`src/rtl/seg7_pkg.sv`:
```
// Shared constants for the seven-segment scan controller: segment patterns
// (bit 0 = segment a) and the all-off pattern.
package seg7_pkg;

    localparam logic [6:0] SEG_OFF = 7'h00;

    localparam logic [6:0] SEG_TABLE [16] = '{
        7'h3F, 7'h06, 7'h5B, 7'h4F, 7'h66, 7'h6D, 7'h7D, 7'h07,
        7'h7F, 7'h6F, 7'h77, 7'h7C, 7'h39, 7'h5E, 7'h79, 7'h71
    };

    function automatic logic [6:0] seg_lookup(input logic [3:0] nib);
        return SEG_TABLE[nib];
    endfunction

endpackage

```
`src/rtl/seg7_decode.sv`:
```
// Combinational hex nibble to seven-segment pattern lookup.
module seg7_decode
    import seg7_pkg::*;
(
    input  logic [3:0] nib,
    output logic [6:0] seg
);

    // Pure table lookup, no state.
    always_comb begin
        seg = seg_lookup(nib);
    end

endmodule

```
`src/rtl/seg7_scan_ctrl.sv`:
```
// Multiplexed seven-segment scan controller: per-frame input snapshot,
// leading-zero suppression, PWM brightness and a frame-start pulse.
module seg7_scan_ctrl
    import seg7_pkg::*;
#(
    parameter int DIGITS         = 4,
    parameter int SCAN_DIV       = 100000,
    parameter bit ANO_ACTIVE_LOW = 1'b0
) (
    input  logic                  clk,
    input  logic                  rst,
    input  logic [4*DIGITS-1:0]   data_in,
    input  logic [DIGITS-1:0]     dp_in,
    input  logic [DIGITS-1:0]     blank_in,
    input  logic                  lz_en,
    input  logic [3:0]            bright,
    output logic [6:0]            dout,
    output logic                  dp_out,
    output logic [DIGITS-1:0]     ano,
    output logic                  frame_start
);

    localparam int DIV_W = (SCAN_DIV > 1) ? $clog2(SCAN_DIV) : 1;
    localparam int IDX_W = (DIGITS > 1) ? $clog2(DIGITS) : 1;
    localparam int unsigned UNIT = SCAN_DIV / 16;
    localparam logic [DIV_W-1:0] DIV_LAST = DIV_W'(SCAN_DIV - 1);
    localparam logic [IDX_W-1:0] IDX_LAST = IDX_W'(DIGITS - 1);
    localparam logic [DIGITS-1:0] ANO_IDLE = {DIGITS{ANO_ACTIVE_LOW}};

    logic [DIV_W-1:0]    div_cnt_r, div_nxt_s;
    logic [IDX_W-1:0]    idx_r, idx_nxt_s;
    logic [4*DIGITS-1:0] snap_data_r, eff_data_s;
    logic [DIGITS-1:0]   snap_dp_r, eff_dp_s;
    logic [DIGITS-1:0]   snap_blank_r, eff_blank_s;
    logic                snap_lz_r, eff_lz_s;
    logic [3:0]          snap_bright_r, eff_bright_s;
    logic                frame_pt_s;
    logic [3:0]          nib_s;
    logic                dp_bit_s, blank_bit_s, any_nz_s, dark_s, lit_s;
    logic [31:0]         thresh_s;
    logic [6:0]          seg_s, dout_nxt_s;
    logic                dp_nxt_s;
    logic [DIGITS-1:0]   ano_nxt_s;

    seg7_decode u_decode (
        .nib (nib_s),
        .seg (seg_s)
    );

    // Slot counter and digit index advance.
    always_comb begin
        div_nxt_s = div_cnt_r + DIV_W'(1);
        idx_nxt_s = idx_r;
        if (div_cnt_r == DIV_LAST) begin
            div_nxt_s = '0;
            if (idx_r == IDX_LAST) begin
                idx_nxt_s = '0;
            end else begin
                idx_nxt_s = idx_r + IDX_W'(1);
            end
        end else begin
            idx_nxt_s = idx_r;
        end
    end

    // The frame's first cycle displays the values being latched, so every slot of a frame sees one snapshot.
    always_comb begin
        frame_pt_s = (div_cnt_r == '0) && (idx_r == '0);
        if (frame_pt_s) begin
            eff_data_s   = data_in;
            eff_dp_s     = dp_in;
            eff_blank_s  = blank_in;
            eff_lz_s     = lz_en;
            eff_bright_s = bright;
        end else begin
            eff_data_s   = snap_data_r;
            eff_dp_s     = snap_dp_r;
            eff_blank_s  = snap_blank_r;
            eff_lz_s     = snap_lz_r;
            eff_bright_s = snap_bright_r;
        end
    end

    // Current digit selection, leading-zero test and PWM gating.
    always_comb begin
        nib_s       = 4'h0;
        dp_bit_s    = 1'b0;
        blank_bit_s = 1'b0;
        any_nz_s    = 1'b0;
        for (int j = 0; j < DIGITS; j++) begin
            nib_s       = (idx_r == IDX_W'(j)) ? eff_data_s[4*j +: 4] : nib_s;
            dp_bit_s    = (idx_r == IDX_W'(j)) ? eff_dp_s[j] : dp_bit_s;
            blank_bit_s = (idx_r == IDX_W'(j)) ? eff_blank_s[j] : blank_bit_s;
            any_nz_s    = any_nz_s | ((IDX_W'(j) >= idx_r) && (eff_data_s[4*j +: 4] != 4'h0));
        end
        dark_s   = blank_bit_s | (eff_lz_s & (idx_r != '0) & ~any_nz_s);
        thresh_s = (32'(eff_bright_s) + 32'd1) * UNIT;
        lit_s    = ~dark_s & (32'(div_cnt_r) < thresh_s);
        if (lit_s) begin
            ano_nxt_s  = DIGITS'(1'b1) << idx_r;
            dout_nxt_s = seg_s;
            dp_nxt_s   = dp_bit_s;
        end else begin
            ano_nxt_s  = '0;
            dout_nxt_s = SEG_OFF;
            dp_nxt_s   = 1'b0;
        end
    end

    // State, snapshot and registered outputs.
    always_ff @(posedge clk) begin
        if (rst) begin
            div_cnt_r     <= '0;
            idx_r         <= '0;
            snap_data_r   <= '0;
            snap_dp_r     <= '0;
            snap_blank_r  <= '0;
            snap_lz_r     <= 1'b0;
            snap_bright_r <= 4'h0;
            dout          <= SEG_OFF;
            dp_out        <= 1'b0;
            ano           <= ANO_IDLE;
            frame_start   <= 1'b0;
        end else begin
            div_cnt_r <= div_nxt_s;
            idx_r     <= idx_nxt_s;
            if (frame_pt_s) begin
                snap_data_r   <= data_in;
                snap_dp_r     <= dp_in;
                snap_blank_r  <= blank_in;
                snap_lz_r     <= lz_en;
                snap_bright_r <= bright;
            end
            dout        <= dout_nxt_s;
            dp_out      <= dp_nxt_s;
            ano         <= ano_nxt_s ^ ANO_IDLE;
            frame_start <= frame_pt_s;
        end
    end

endmodule

```
`config.mk`:
```
export PLATFORM = sky130hd
export DESIGN_NAME = seg7_scan_ctrl
export DESIGN_NICKNAME = d
export VERILOG_FILES = /design/src/rtl/seg7_pkg.sv /design/src/rtl/seg7_decode.sv /design/src/rtl/seg7_scan_ctrl.sv
export SDC_FILE = /design/constraint.sdc
export NUM_CORES = 1
export LEC_CHECK = 0
export ABC_AREA = 1
export CAP_MARGIN = 5
export CORE_ASPECT_RATIO = 0.9
export CORE_MARGIN = 4
export CORE_UTILIZATION = 35
export CTS_CLUSTER_DIAMETER = 30
export DETAILED_ROUTE_END_ITERATION = 12
export GPL_TIMING_DRIVEN = 0
export MAX_ROUTING_LAYER = met4
export PLACE_DENSITY = 0.53
export SKIP_CTS_REPAIR_TIMING = 1
export SLEW_MARGIN = 30
export SYNTH_ARGS = -nofsm -noshare
export SYNTH_HDL_FRONTEND = slang
export SYNTH_HIERARCHICAL = 1
export SYNTH_SLANG_ARGS = --single-unit
```
`constraint.sdc`:
```
create_clock -name clk -period 5.7 [get_ports clk]
set_input_delay 0.57 -clock clk [delete_from_list [all_inputs] [get_ports clk]]
set_output_delay 0.57 -clock clk [all_outputs]
set_load 0.05 [all_outputs]
```
* Yosys cells after proc, flatten, opt, wreduce, memory -nomap -nowiden
Memory sizes are Yosys's and may differ from the RTL's. A register that Yosys moved wholly into a read port is not among the register bits.
Index checks and enable logic that the tools add are counted.
W data, S select, Z words.
** Storage, ports and cells
- Register bits after elaboration :: 54
- Bits in read-only memories :: 112
- Input port bits :: 31
- Output and inout bits :: 13
- Word-level logic and storage cells :: 68
- Memories :: 1
** Memories
- (no name shown) :: words 16, bits a word 7, rd ports 1, clocked after Yosys merged registers in 1, write ports 0, line seg7_pkg.sv:13 : return SEG_TABLE[nib];
** Operators by class
- Add/sub/neg operators :: 3
- $mul :: 1
- Order comparisons :: 5
- Equality and inequality tests :: 4
- Shift-type cells :: 1
- Multiplexer cells :: 18
- Bitwise gates (word level) :: 11
- Reductions and logical operators :: 14
** Operators by type and width (count)
- $mux W4 :: 7
- $lt A17 B18 Y1 :: 1
- $add A17 B1 Y17 const B :: 1
- $eq A17 B17 Y1 const B :: 1
- $logic_not A17 Y1 :: 1
- $mul A5 B12 Y17 const B :: 1
- $mux W16 :: 1
- $reduce_bool A4 Y1 :: 4
- $mux W1 :: 9
- $add A4 B1 Y5 const B :: 1
- $logic_and A1 B1 Y1 :: 5
- $not A4 Y5 :: 1
- $eq A2 B2 Y1 const B :: 2
- $ge A1 B2 Y1 const A :: 2
- $ge A2 B2 Y1 const A :: 2
- $or A1 B1 Y1 :: 4
- $reduce_or A2 Y1 :: 2
- $shl A1 B2 Y4 const A :: 1
- $and A1 B1 Y1 :: 3
- $not A1 Y1 :: 3
- $add A2 B1 Y2 const B :: 1
- $eq A2 B1 Y1 const B :: 1
- $logic_not A2 Y1 :: 1
- $mux W2 :: 1
- $reduce_bool A2 Y1 :: 1

* Depth between registers and ports, before layout
Gate-level depths: netlist of the first run.
- Depth after elaboration :: 15
- Mapped depth :: 35
- Gate-level depth less buffers :: 35

* By module
The synthesis of the first run kept the hierarchy.
** By module, submodules not included
- seg7_scan_ctrl :: times used 1, cells an instance 555, area an instance 4065.1 um^2, sequential area each 1221.2 um^2
- seg7_decode :: times used 1, cells an instance 54, area an instance 306.5 um^2, sequential area each 0.0 um^2

* Worst setup path after synthesis of the first run
OpenSTA, ideal clock, no wires.
- Path type :: reg2reg
- From :: register idx_r[0]
- To :: register ano[0]
- Library setup time :: 0.064 ns
- Data arrival time :: 5.314 ns
- Required time :: 5.636 ns
- Slack :: 0.322 ns
- Stages on the path, launching flop included :: 32
- Buffers on the path :: 0
- Period minus slack after synthesis :: 5.378 ns
- Path through :: dfxtp_1 inv_1 ha_1 nand3_2 nor2_4 nand3_4 o21ai_2 inv_1 ha_1 or2_2 nand2_1 inv_1 ha_1 xor2_1 ha_1 ha_1 ha_1 a21oi_1 o21bai_1 nand2_1 o211ai_1 a31oi_1 o21ai_0 xor2_1 ha_1 inv_1 nor2_1 o21ai_0 nand3_2 nor2_4 nand2_2 nor2_1
** On the way
- Elaborated cells between the ends (all ways) :: 41
- Those cells by class :: add/sub (1); mul (1); order compare (5); eq/ne (3); shift (1); mux (8); bitwise (10); reduce/logical (12)
** RTL lines
- start, declared :: line seg7_scan_ctrl.sv:31 : logic [IDX_W-1:0] idx_r, idx_nxt_s;
- start signal, assigned :: line seg7_scan_ctrl.sv:126 : idx_r <= idx_nxt_s;
- $logic_not A2 Y1 :: line seg7_scan_ctrl.sv:68 : frame_pt_s = (div_cnt_r == '0) && (idx_r == '0);
- $logic_and A1 B1 Y1 :: line seg7_scan_ctrl.sv:68
- $mux W4 :: line seg7_scan_ctrl.sv:69 : if (frame_pt_s) begin
- via eff_bright_s[0] :: line seg7_scan_ctrl.sv:36 : logic [3:0] snap_bright_r, eff_bright_s;
- $add A4 B1 Y5 :: line seg7_scan_ctrl.sv:97 : thresh_s = (32'(eff_bright_s) + 32'd1) * UNIT;
- $mul A5 B12 Y17 :: line seg7_scan_ctrl.sv:97
- $lt A17 B18 Y1 :: line seg7_scan_ctrl.sv:98 : lit_s = ~dark_s & (32'(div_cnt_r) < thresh_s);
- $and A1 B1 Y1 :: line seg7_scan_ctrl.sv:98
- $not A1 Y1 (no line)
- $reduce_or A2 Y1 (no line)
- end signal, assigned :: line seg7_scan_ctrl.sv:136 : ano <= ano_nxt_s ^ ANO_IDLE;
- end, declared :: line seg7_scan_ctrl.sv:19 : output logic [DIGITS-1:0] ano,
The timed path passes the listed nets, and every way through them passes these cells.
A chain may end at the register's enable or synchronous reset.

* Worst setup path after layout of the first run
- From :: register idx_r[1]
- To :: register ano[2]
Same word-level chain as after synthesis.

==> metrics.json, run 1 <==
{
  "run_status": {
    "status": "finished, final reports clean"
  },
  "synth": {
    "synth_warnings": 6,
    "synth_area_mm2": 0.00437,
    "synth_cells": 609,
    "postSynthAreaPerCell_um2": 7.18,
    "asyncSetResetFlopFracSynth_pct": 0,
    "synth_cell_types": 45,
    "synth_largest_type_area_fraction_pct": 27.9,
    "synth_fp_nets": 701,
    "synth_largest_area_cell": "sky130_fd_sc_hd__dfxtp_1",
    "ys_top_cells_by_area": "sky130_fd_sc_hd__dfxtp_1, sky130_fd_sc_hd__ha_1, sky130_fd_sc_hd__nand2_1, sky130_fd_sc_hd__inv_1, sky130_fd_sc_hd__nor2_1",
    "synth_enable_flop_cells": 0,
    "synth-main-ff-cell": "sky130_fd_sc_hd__dfxtp_1",
    "yosysSeqAreaShare_pct": 27.9,
    "flops_latches_synth": 61
  },
  "sta": {
    "period_utilisation_layout_pct": 93.5,
    "setup_viol_count_final": 0,
    "report.final.slew_viol_count": 0,
    "final_period_minus_worst_setup_slack_ns": 5.33,
    "timing_worst_slew_pin_value_ns": 0.663,
    "worst_clk_skew_ns": 0.00533,
    "report.final.hold_viol_count": 0,
    "slew-limit-headroom_pct": 55.4,
    "maxClockFrequency_ghz": 0.188
  },
  "floorplanning": {
    "die_w_um": 126,
    "placementRows": 38,
    "core_area_mm2": 0.0121,
    "ios": 44,
    "floorplan.die.height_um": 114,
    "floorplan.die_area_mm2": 0.0143,
    "start_util_pct": 36.1
  },
  "final_layout": {
    "design.final.nets": 769,
    "commonest_non_fill_non_tap_cell_in_the_layout": "sky130_fd_sc_hd__nand2_1",
    "drive_above_1_share_pct": 14.9,
    "n_diodes": 0,
    "layout_common_cells": "sky130_fd_sc_hd__nand2_1, sky130_fd_sc_hd__inv_1, sky130_fd_sc_hd__nor2_1, sky130_fd_sc_hd__dfxtp_1, sky130_fd_sc_hd__ha_1",
    "final_cell_count_without_fillers": 839,
    "synthToLayoutAreaGrowth_pct": 25.8
  },
  "clock_tree": {
    "cts_inserted_buffers": 9,
    "clockRootBuffer": "sky130_fd_sc_hd__clkbuf_16",
    "cts.path.max_buffers": 2,
    "h-tree-depth": 3,
    "cts_tree": "done",
    "clock_insertion_delay_worst_skew_ns": 0.33,
    "clkSinkCount": 61,
    "path_clk_slew_ns": 0.05
  },
  "global_route": {
    "grt_antenna_before_repair": 0,
    "grt_overflow": 0,
    "pin_count_of_the_biggest_net_entering_global_routing": 11,
    "globalRouteTotalUtil_pct": 16.2,
    "wire_length_of_the_first_global_routing_pass_mm": 18.4,
    "via_count_of_the_first_global_routing_pass": 3817
  },
  "critical_path": {
    "critPathKind": "flop to flop",
    "timing.critical_path.from_type": "flop",
    "critical_path_peak_fanout": 7,
    "regToRegStartpoint": "idx_r[1]",
    "worstPathRequired_ns": 5.96,
    "worst_path_largest_cell_delay_ns": 0.37,
    "r2r.worst_path.cells": 31,
    "number_of_buffer_and_inverter_instances_along_the_worst_setup_path": 4,
    "worst_path_dominant_cell_family": "adder cells",
    "crit_path_frequent_cell": "sky130_fd_sc_hd__ha_1",
    "reg2reg_setup_slack_ns": 0.37,
    "slowest_library_cell_on_the_worst_path": "sky130_fd_sc_hd__dfxtp_4",
    "timing.critical_path.arrival_ns": 5.59,
    "critical_path.reg2reg.endpoint": "ano[2]",
    "critPathCaptureType": "flop"
  },
  "power_and_ir_drop": {
    "swShare_pct": 39.5,
    "power-per-cell-area_mw_per_mm2": 346,
    "power.switching_w": 0.000751,
    "internal_power_w": 0.00115,
    "p_comb_share_pct": 50.2,
    "power_leakage_nw": 2.62,
    "power_frac_seq_pct": 24.7,
    "clock_power_share_pct": 25.1,
    "vdd.ir_drop.worst_v": 0.000259,
    "design_power_total_w": 0.00190
  },
  "route": {
    "detail_route.iter0.violations": 153,
    "vias_per_cell": 4.72,
    "vias": 3963,
    "drt_pass1_iterations": 5,
    "avgRoutedWirePerCell_um": 12.9,
    "wirelength_mm": 10.9,
    "drt_drc_violations_left": 0,
    "drtAntennaViolNets": 0
  },
  "placed_design": {
    "io_buffer_count": 42,
    "finalWeightedCongestion": 0.868,
    "detailedPlacementHpwl_mm": 8.74,
    "place_inst": 811
  },
  "min_path": {
    "hold-path-endpoint": "div_cnt_r[0]",
    "min_delay_path_depth": 1,
    "hold_path_class": "flop to flop",
    "hold_start": "div_cnt_r[0]"
  },
  "job": {
    "cap_viol_max_count": 0
  }
}
==> worst reg2reg max path: cells and delay by family, from the launching register on <==
kind            cells  cell delay (ns)
compound gates      7             1.18
xor+xnor            2             0.32
fa+ha+maj           7             1.69
buf+inv             4             0.30
flops               1             0.37
simple gates       11             1.40
==> layer usage <==
| layer | vias up | GRT usage, % | share of wire, % |
|---|---|---|---|
| met5 | - | - | 0 |
| met4 | 0 | 3.29 | 1.0 |
| met3 | 11 | 3.14 | 3.6 |
| met2 | 69 | 23.9 | 42 |
| met1 | 1797 | 23.0 | 53 |
| li1 | 2086 | - | - |
==> Yosys cell counts (5+ instances only) <==
master and n:
sky130_fd_sc_hd__nand4_1 17, sky130_fd_sc_hd__o22ai_1 5, sky130_fd_sc_hd__nor2_4 5, sky130_fd_sc_hd__nand2_1 132, sky130_fd_sc_hd__xor2_1 10, sky130_fd_sc_hd__ha_1 60
sky130_fd_sc_hd__nor2_2 12, sky130_fd_sc_hd__nand2_2 6, sky130_fd_sc_hd__a21oi_1 34, sky130_fd_sc_hd__o21ai_0 15, sky130_fd_sc_hd__nand3_1 20, sky130_fd_sc_hd__dfxtp_1 61
sky130_fd_sc_hd__inv_1 88, sky130_fd_sc_hd__nor2_1 71, sky130_fd_sc_hd__nor3_1 8, sky130_fd_sc_hd__nand3_2 5
==> stage by stage <==
stage                      TNS (ns)  worst slack (ns)  hold slack (ns)  util (%)  instance area, um2
after global placement        -8.11            -0.680            0.446      41.2                4990
after CTS                     -9.47            -0.803            0.466      43.3                5250
after global routing      -0.000908         -0.000908            0.474      45.3                5500
final                             0             0.369            0.462      45.3                5500
after floorplan                   0             0.322            0.430         -                4370
after detailed placement      -9.08            -0.771            0.459      41.2                5000
==> how the worst max path moves through the flow <==
| stage | start | end | slack, ns | cells after the start |
|---|---|---|---|---|
| 6_report | idx_r[1] | ano[2] | 0.37 | 31 |
| 5_1_grt | idx_r[1] | ano[2] | -0.0009 | 32 |
| 4_1_cts | idx_r[0] | dp_out | -0.80 | 31 |
| 3_5_place_dp | idx_r[0] | dp_out | -0.77 | 31 |
| 3_3_place_gp | idx_r[0] | dp_out | -0.68 | 31 |
| 2_1_floorplan | idx_r[0] | ano[0] | 0.32 | 31 |
==> state kept, by name (all words and copies together) (netlist names) <==
signal and count:
ano 4, div_cnt_r 17, dout 7, dp_out 1, frame_start 1, idx_r 2, snap_blank_r 4, snap_bright_r 4
snap_data_r 16, snap_dp_r 4, snap_lz_r 1
==> power groups by stage <==
stage          combinational [W]  sequential, W  clock [W]
4_1_cts                 0.000885       0.000470   0.000490
3_3_place_gp            0.000864       0.000478          0
3_5_place_dp            0.000878       0.000479          0
6_report                0.000954       0.000470   0.000476
2_1_floorplan           0.000633       0.000515          0
5_1_grt                  0.00111       0.000472   0.000503
==> final cells by class <==
cell class	count	area, um2
well taps	160	200
multi-input cells	441	2830
plain buffers	14	87.6
repair buffers	57	533
fillers	1222	6630
clock buffers	10	239
clock inverters	3	15.0
inverters	93	369
flip-flops and latches	61	1230
==> cell families after synthesis <==
kind of cell,count (synthesis),synth area share (%)
buffers and inverters,107,10.3
and+or+nand+nor,285,29.7
xor gates and xnor gates,14,2.98
DFF,61,27.9
AOI/OAI and AO/OA,77,10.3
adders and majority gates,61,17.6
muxes,4,1.20
No activity file was read; power rests on OpenSTA's default activity.
==> inputs of run 2 (changes only) <==
Settings changed: CORE_MARGIN 4 to unset.
==> run 2 against run 1 <==
Compared with the run above: worst hold slack better by 0.0020 ns; sequential power hardly changed; fmax decreased by 1.2%; critical path type unchanged; largest cell class unchanged.
==> metrics.json, run 2 (synthesis results as in run 1) <==
{
  "route": {
    "drtAntennaViolNets": {"value": 0, "change": "unchanged"},
    "drt_pass1_iterations": {"value": 4, "change": "-1"},
    "vias": {"value": 4012, "change": "+1.2%"},
    "avgRoutedWirePerCell": {"value": 13.2, "unit": "um", "change": "+2.2%"},
    "wirelength": {"value": 11.1, "unit": "mm", "change": "+2.6%"},
    "detail_route.iter0.violations": {"value": 151, "change": "-1.3%"},
    "vias_per_cell": {"value": 4.76, "change": "+0.88%"},
    "drt_drc_violations_left": {"value": 0, "change": "unchanged"}
  },
  "final_layout": {
    "final.fill_count": {"value": 1219, "change": "-0.25%"},
    "utilization": {"value": 46.1, "unit": "%", "change": "+0.79 points"},
    "top_register": "div_cnt_r",
    "largest_register_ffs": {"value": 17, "change": "unchanged"},
    "design.final.nets": {"value": 769, "change": "unchanged"},
    "sequential_cell_area": {"value": 0.00123, "unit": "mm2", "change": "unchanged"},
    "synthToLayoutAreaGrowth_pct": 28.0,
    "n_diodes": {"value": 0, "change": "unchanged"},
    "commonest_non_fill_non_tap_cell_in_the_layout": "sky130_fd_sc_hd__nand2_1",
    "largest_registers": "div_cnt_r (17), snap_data_r (16), dout (7)",
    "drive_above_1_share": {"value": 16.1, "unit": "%", "change": "+1.3 points"},
    "layout_common_cells": "sky130_fd_sc_hd__nand2_1, sky130_fd_sc_hd__inv_1, sky130_fd_sc_hd__nor2_1, sky130_fd_sc_hd__dfxtp_1, sky130_fd_sc_hd__ha_1",
    "finish.instance_area": {"value": 0.00559, "unit": "mm2", "change": "+1.8%"},
    "multiInputGateArea": {"value": 0.00288, "unit": "mm2", "change": "+2.0%"}
  },
  "power_and_ir_drop": {
    "swShare": {"value": 39.4, "unit": "%", "change": "-0.15 points"},
    "internal_power": {"value": 0.00125, "unit": "W", "change": "+8.8%"},
    "power_leakage": {"value": 2.63, "unit": "nW", "change": "+0.41%"},
    "vdd.ir_drop.worst": {"value": 0.000234, "unit": "V", "change": "-9.5%"},
    "power_frac_seq": {"value": 22.8, "unit": "%", "change": "-1.9 points"},
    "design_power_total": {"value": 0.00206, "unit": "W", "change": "+8.5%"},
    "power-per-cell-area": {"value": 369, "unit": "mW/mm2", "change": "+6.7%"},
    "p_comb_share": {"value": 51.1, "unit": "%", "change": "+0.9 points"},
    "power.switching": {"value": 0.000812, "unit": "W", "change": "+8.1%"},
    "clock_power_share": {"value": 26.1, "unit": "%", "change": "+1.0 points"}
  },
  "clock_tree": {
    "clkSinkCount": {"value": 61, "change": "unchanged"},
    "cts.path.max_buffers": {"value": 2, "change": "unchanged"},
    "cts_tree": "done",
    "cts_inserted_buffers": {"value": 9, "change": "unchanged"},
    "clock_insertion_delay_worst_skew": {"value": 0.33, "unit": "ns", "change": "about the same"},
    "path_clk_slew": {"value": 0.06, "unit": "ns", "change": "about the same"},
    "clockRootBuffer": "sky130_fd_sc_hd__clkbuf_16",
    "h-tree-depth": {"value": 3, "change": "unchanged"}
  },
  "floorplanning": {
    "floorplan.die_area": {"value": 0.0129, "unit": "mm2", "change": "-9.8%"},
    "core_area": {"value": 0.0121, "unit": "mm2", "change": "unchanged"},
    "placementRows": {"value": 38, "change": "unchanged"},
    "start_util": {"value": 36.1, "unit": "%", "change": "unchanged"},
    "die_w": {"value": 120, "unit": "um", "change": "-4.8%"},
    "floorplan.die.height": {"value": 108, "unit": "um", "change": "-5.3%"},
    "ios": {"value": 44, "change": "unchanged"}
  },
  "job": {
    "cap_viol_max_count": {"value": 0, "change": "unchanged"}
  },
  "sta": {
    "setup_viol_count_final": {"value": 0, "change": "unchanged"},
    "maxClockFrequency": {"value": 0.185, "unit": "GHz", "change": "-1.2%"},
    "final.hold.worst_slack": {"value": 0.464, "unit": "ns", "change": "+0.00202 ns"},
    "report.final.hold_viol_count": {"value": 0, "change": "unchanged"},
    "fin_setup_tns": {"value": 0, "unit": "ns", "change": "unchanged"},
    "slew-limit-headroom": {"value": 57.2, "unit": "%", "change": "+1.8 points"},
    "final_period_minus_worst_setup_slack": {"value": 5.40, "unit": "ns", "change": "+0.0663 ns"},
    "worst_clk_skew": {"value": 0.00891, "unit": "ns", "change": "+0.00358 ns"},
    "timing_worst_slew_pin_value": {"value": 0.636, "unit": "ns", "change": "-0.0268 ns"},
    "grt_setup_unrepaired": "no",
    "report.final.slew_viol_count": {"value": 0, "change": "unchanged"},
    "period_utilisation_layout": {"value": 94.7, "unit": "%", "change": "+1.2 points"}
  },
  "critical_path": {
    "regToRegStartpoint": "idx_r[0]",
    "timing.critical_path.arrival": {"value": 5.66, "unit": "ns", "change": "+0.07 ns"},
    "critical_path_peak_fanout": {"value": 8, "change": "+1"},
    "worst_path_largest_cell_delay": {"value": 0.37, "unit": "ns", "change": "about the same"},
    "critPathCaptureType": "flop",
    "critPathKind": "flop to flop",
    "reg2reg_setup_slack": {"value": 0.30, "unit": "ns", "change": "-0.07 ns"},
    "worstPathRequired": {"value": 5.97, "unit": "ns", "change": "about the same"},
    "r2r.worst_path.cells": {"value": 31, "change": "unchanged"},
    "slowest_library_cell_on_the_worst_path": "sky130_fd_sc_hd__dfxtp_4",
    "critical_path.reg2reg.endpoint": "dout[6]",
    "timing.critical_path.from_type": "flop"
  },
  "global_route": {
    "wire_length_of_the_first_global_routing_pass": {"value": 17.9, "unit": "mm", "change": "-2.5%"},
    "grt_antenna_before_repair": {"value": 0, "change": "unchanged"},
    "grt_overflow": {"value": 0, "change": "unchanged"},
    "globalRouteTotalUtil": {"value": 18.2, "unit": "%", "change": "+2.1 points"},
    "via_count_of_the_first_global_routing_pass": {"value": 3691, "change": "-3.3%"},
    "pin_count_of_the_biggest_net_entering_global_routing": {"value": 12, "change": "+1"}
  },
  "placed_design": {
    "io_buffer_count": {"value": 42, "change": "unchanged"},
    "finalWeightedCongestion": {"value": 0.855, "change": "-1.5%"},
    "detailedPlacementHpwl": {"value": 8.65, "unit": "mm", "change": "-1.1%"},
    "placement.cell_area": {"value": 0.00500, "unit": "mm2", "change": "unchanged"}
  },
  "min_path": {
    "hold-path-endpoint": "div_cnt_r[0]",
    "hold_start": "div_cnt_r[0]",
    "min_delay_path_depth": {"value": 1, "change": "unchanged"},
    "hold_path_class": "flop to flop"
  },
  "run_status": {
    "status": "finished, final reports clean"
  }
}
## run 2: metal layers
layer	track usage [%]	routed length, um
met1	25.1	5930
met5	-	0
met2	27.4	4700
met4	4.82	147
met3	3.32	353
## run 2: stage by stage
stage	worst slack (ns)	std cells
floorplan	0.322	609
global placement	-0.674	811
detailed placement	-0.754	811
CTS	-0.780	827
global route	0.000670	842
finish	0.303	842
## run 2: worst max-delay path: cells and delay by family (launching register included)
| kind | cells | cell delay, ns |
|---|---|---|
| AO/OA/AOI/OAI | 7 | 1.24 |
| XOR/XNOR | 2 | 0.31 |
| adder cells (fa/ha/maj) | 7 | 1.68 |
| buffers and inverters | 5 | 0.39 |
| flip-flops | 1 | 0.37 |
| AND/OR/NAND/NOR | 10 | 1.29 |
## run 2: layout make-up
| class | instances | area share [%] |
|---|---|---|
| multi-input combinational | 441 | 51.5 |
| sequential | 61 | 22.0 |
| timing repair buffer | 57 | 9.53 |
| inverter | 93 | 6.60 |
| clock buffer | 10 | 4.09 |
| tap | 160 | 3.58 |
| buffer | 14 | 1.57 |
| clock inverter | 6 | 1.14 |
## run 2: how the worst max path moves through the flow
stage | start | endpoint | slack (ns) | cells after the start
CTS | idx_r[0] | dout[3] | -0.78 | 31
floorplan | idx_r[0] | ano[0] | 0.32 | 31
global placement | idx_r[0] | ano[0] | -0.67 | 31
detailed placement | idx_r[0] | dout[3] | -0.75 | 31
global route | idx_r[0] | dout[6] | 0.0007 | 31
finish | idx_r[0] | dout[6] | 0.30 | 31
## run 2: power groups by stage
stage | clock (W) | combinational (W) | sequential, W
after floorplan | 0 | 0.000633 | 0.000515
after global placement | 0 | 0.000863 | 0.000478
after detailed placement | 0 | 0.000879 | 0.000480
after CTS | 0.000550 | 0.000888 | 0.000471
after global routing | 0.000568 | 0.00118 | 0.000473
final | 0.000538 | 0.00105 | 0.000469
==> inputs of run 3 (changes only) <==
Settings changed: GPL_TIMING_DRIVEN 0 to unset.
==> run 3 against run 2 <==
Compared with the run above: worst setup slack better by 0.13 ns; highest routed layer unchanged; largest cell class unchanged; clock skew rose by 0.0028 ns; count of clock-buffer cells in the layout up 2; critical endpoint is now ano[2]; via count fell by 2.7%; sequential cell count unchanged; critical path depth rose by 2; power is 6.4% lower; register-to-register slack gained 0.13 ns; utilization is 1.8 points lower; global-route usage increased by 0.31 points.
==> metrics.json, run 3 (synthesis results as in run 1) <==
{
  "sta": {
    "setup_ws": {"value": 0.429, "unit": "ns", "change": "+0.127 ns"},
    "setup_viol_count_final": {"value": 0, "change": "unchanged"},
    "worst_clk_skew": {"value": 0.0117, "unit": "ns", "change": "+0.00278 ns"},
    "final.hold.worst_slack": {"value": 0.435, "unit": "ns", "change": "-0.0287 ns"},
    "maxClockFrequency": {"value": 0.190, "unit": "GHz", "change": "+2.4%"},
    "grt_setup_unrepaired": "yes",
    "report.final.hold_viol_count": {"value": 0, "change": "unchanged"},
    "period_utilisation_layout": {"value": 92.5, "unit": "%", "change": "-2.2 points"},
    "timing_worst_slew_pin_value": {"value": 0.877, "unit": "ns", "change": "+0.241 ns"},
    "fin_setup_tns": {"value": 0, "unit": "ns", "change": "unchanged"},
    "report.final.slew_viol_count": {"value": 0, "change": "unchanged"},
    "final_period_minus_worst_setup_slack": {"value": 5.27, "unit": "ns", "change": "-0.127 ns"},
    "slew-limit-headroom": {"value": 41.5, "unit": "%", "change": "-16 points"}
  },
  "final_layout": {
    "utilization": {"value": 44.4, "unit": "%", "change": "-1.8 points"},
    "multiInputGateArea": {"value": 0.00276, "unit": "mm2", "change": "-4.4%"},
    "design.final.nets": {"value": 758, "change": "-1.4%"},
    "synthToLayoutAreaGrowth_pct": 23.0,
    "top_register": "div_cnt_r",
    "final.fill_count": {"value": 1275, "change": "+4.6%"},
    "commonest_non_fill_non_tap_cell_in_the_layout": "sky130_fd_sc_hd__nand2_1",
    "largest_register_ffs": {"value": 17, "change": "unchanged"},
    "final_cell_count_without_fillers": {"value": 831, "change": "-1.3%"},
    "drive_above_1_share": {"value": 13.0, "unit": "%", "change": "-3.2 points"},
    "layout_common_cells": "sky130_fd_sc_hd__nand2_1, sky130_fd_sc_hd__inv_1, sky130_fd_sc_hd__nor2_1, sky130_fd_sc_hd__dfxtp_1, sky130_fd_sc_hd__ha_1",
    "n_diodes": {"value": 0, "change": "unchanged"},
    "sequential_cell_area": {"value": 0.00122, "unit": "mm2", "change": "-0.51%"},
    "largest_registers": "div_cnt_r (17), snap_data_r (16), dout (7)"
  },
  "floorplanning": {
    "start_util": {"value": 36.1, "unit": "%", "change": "unchanged"},
    "ios": {"value": 44, "change": "unchanged"},
    "floorplan.die_area": {"value": 0.0129, "unit": "mm2", "change": "unchanged"},
    "core_area": {"value": 0.0121, "unit": "mm2", "change": "unchanged"},
    "die_w": {"value": 120, "unit": "um", "change": "unchanged"},
    "placementRows": {"value": 38, "change": "unchanged"},
    "floorplan.die.height": {"value": 108, "unit": "um", "change": "unchanged"}
  },
  "critical_path": {
    "timing.critical_path.arrival": {"value": 5.53, "unit": "ns", "change": "-0.13 ns"},
    "worst_path_largest_cell_delay": {"value": 0.35, "unit": "ns", "change": "-0.02 ns"},
    "critPathCaptureType": "flop",
    "number_of_buffer_and_inverter_instances_along_the_worst_setup_path": {"value": 5, "change": "unchanged"},
    "crit_path_frequent_cell": "sky130_fd_sc_hd__ha_1",
    "slowest_library_cell_on_the_worst_path": "sky130_fd_sc_hd__dfxtp_1",
    "critPathKind": "flop to flop",
    "timing.critical_path.from_type": "flop",
    "worst_path_dominant_cell_family": "simple AND/OR/NAND/NOR gates",
    "worstPathRequired": {"value": 5.96, "unit": "ns", "change": "about the same"},
    "critical_path_peak_fanout": {"value": 5, "change": "-3"}
  },
  "power_and_ir_drop": {
    "power_leakage": {"value": 2.60, "unit": "nW", "change": "-1.3%"},
    "power-per-cell-area": {"value": 359, "unit": "mW/mm2", "change": "-2.6%"},
    "vdd.ir_drop.worst": {"value": 0.000218, "unit": "V", "change": "-7.0%"}
  },
  "placed_design": {
    "place_inst": {"value": 810, "change": "-0.12%"},
    "io_buffer_count": {"value": 43, "change": "+2.4%"},
    "detailedPlacementHpwl": {"value": 8.72, "unit": "mm", "change": "+0.77%"},
    "finalWeightedCongestion": {"value": 0.857, "change": "+0.18%"},
    "pre_cts_slack": {"value": 0.0817, "unit": "ns", "change": "+0.836 ns"}
  },
  "run_status": {
    "status": "finished, final reports clean"
  },
  "route": {
    "drtAntennaViolNets": {"value": 0, "change": "unchanged"},
    "wirelength": {"value": 11.0, "unit": "mm", "change": "-1.4%"},
    "avgRoutedWirePerCell": {"value": 13.2, "unit": "um", "change": "about the same"},
    "vias_per_cell": {"value": 4.70, "change": "-1.4%"},
    "drt_pass1_iterations": {"value": 4, "change": "unchanged"},
    "detail_route.iter0.violations": {"value": 135, "change": "-11%"},
    "drt_drc_violations_left": {"value": 0, "change": "unchanged"},
    "vias": {"value": 3903, "change": "-2.7%"}
  },
  "global_route": {
    "wire_length_of_the_first_global_routing_pass": {"value": 18.2, "unit": "mm", "change": "+1.5%"},
    "grt_antenna_before_repair": {"value": 0, "change": "unchanged"},
    "grt_overflow": {"value": 0, "change": "unchanged"},
    "via_count_of_the_first_global_routing_pass": {"value": 3723, "change": "+0.87%"},
    "pin_count_of_the_biggest_net_entering_global_routing": {"value": 35, "change": "+23"},
    "globalRouteTotalUtil": {"value": 18.6, "unit": "%", "change": "+0.31 points"}
  },
  "clock_tree": {
    "h-tree-depth": {"value": 3, "change": "unchanged"},
    "cts_tree": "done",
    "path_clk_slew": {"value": 0.06, "unit": "ns", "change": "about the same"},
    "cts_inserted_buffers": {"value": 9, "change": "unchanged"},
    "clock_insertion_delay_worst_skew": {"value": 0.33, "unit": "ns", "change": "about the same"},
    "clkSinkCount": {"value": 61, "change": "unchanged"},
    "clockRootBuffer": "sky130_fd_sc_hd__clkbuf_16",
    "cts.path.max_buffers": {"value": 2, "change": "unchanged"}
  },
  "job": {
    "cap_viol_max_count": {"value": 0, "change": "unchanged"}
  },
  "min_path": {
    "hold_path_class": "flop to flop"
  }
}
## run 3: cell types whose count changed in the layout (fill, tap and decap cells not counted), moves of 3 or more
cell / previous run / this run
sky130_fd_sc_hd__clkbuf_1: 5 / 1
sky130_fd_sc_hd__ha_2: 3 / 0
sky130_fd_sc_hd__buf_6: 4 / 0
sky130_fd_sc_hd__ha_4: 7 / 2
sky130_fd_sc_hd__inv_1: 82 / 87
sky130_fd_sc_hd__ha_1: 50 / 58
sky130_fd_sc_hd__buf_2: 4 / 0
sky130_fd_sc_hd__inv_4: 4 / 1
## run 3: per-stage QoR
stage | cell area [um2] | total power, W
3_3_place_gp | 5000 | 0.00135
5_1_grt | 5380 | 0.00210
3_5_place_dp | 5010 | 0.00137
2_1_floorplan | 4370 | 0.00115
6_report | 5380 | 0.00193
4_1_cts | 5290 | 0.00189
## run 3: worst paths after layout
path	from	to	slack (ns)	cells past startpoint
hold / removal	div_cnt_r[0]	div_cnt_r[0]	0.43	1
setup / recovery	div_cnt_r[1]	ano[2]	0.43	33
hold reg to reg	div_cnt_r[0]	div_cnt_r[0]	0.43	1
setup reg to reg	div_cnt_r[1]	ano[2]	0.43	33
## run 3: per-layer routing
metal	global-route usage [%]	share of wire, %
met1	25.4	53
met2	28.0	43
met3	3.22	2.9
met4	5.00	1.1
met5	-	0
## run 3: final cells by class
| class | count | share of cell area [%] |
|---|---|---|
| Multi-Input combinational cell | 441 | 51.3 |
| Timing Repair Buffer | 60 | 10.4 |
| Tap cell | 160 | 3.72 |
| Inverter | 93 | 6.72 |
| Sequential cell | 61 | 22.7 |
| Clock buffer | 12 | 4.77 |
| Clock inverter | 4 | 0.419 |
## run 3: power breakdown
part	internal (W)	leakage [nW]	switching [W]
clock network	0.000316	0.138	0.000196
registers	0.000461	0.500	0.00000987
logic	0.000388	1.96	0.000561
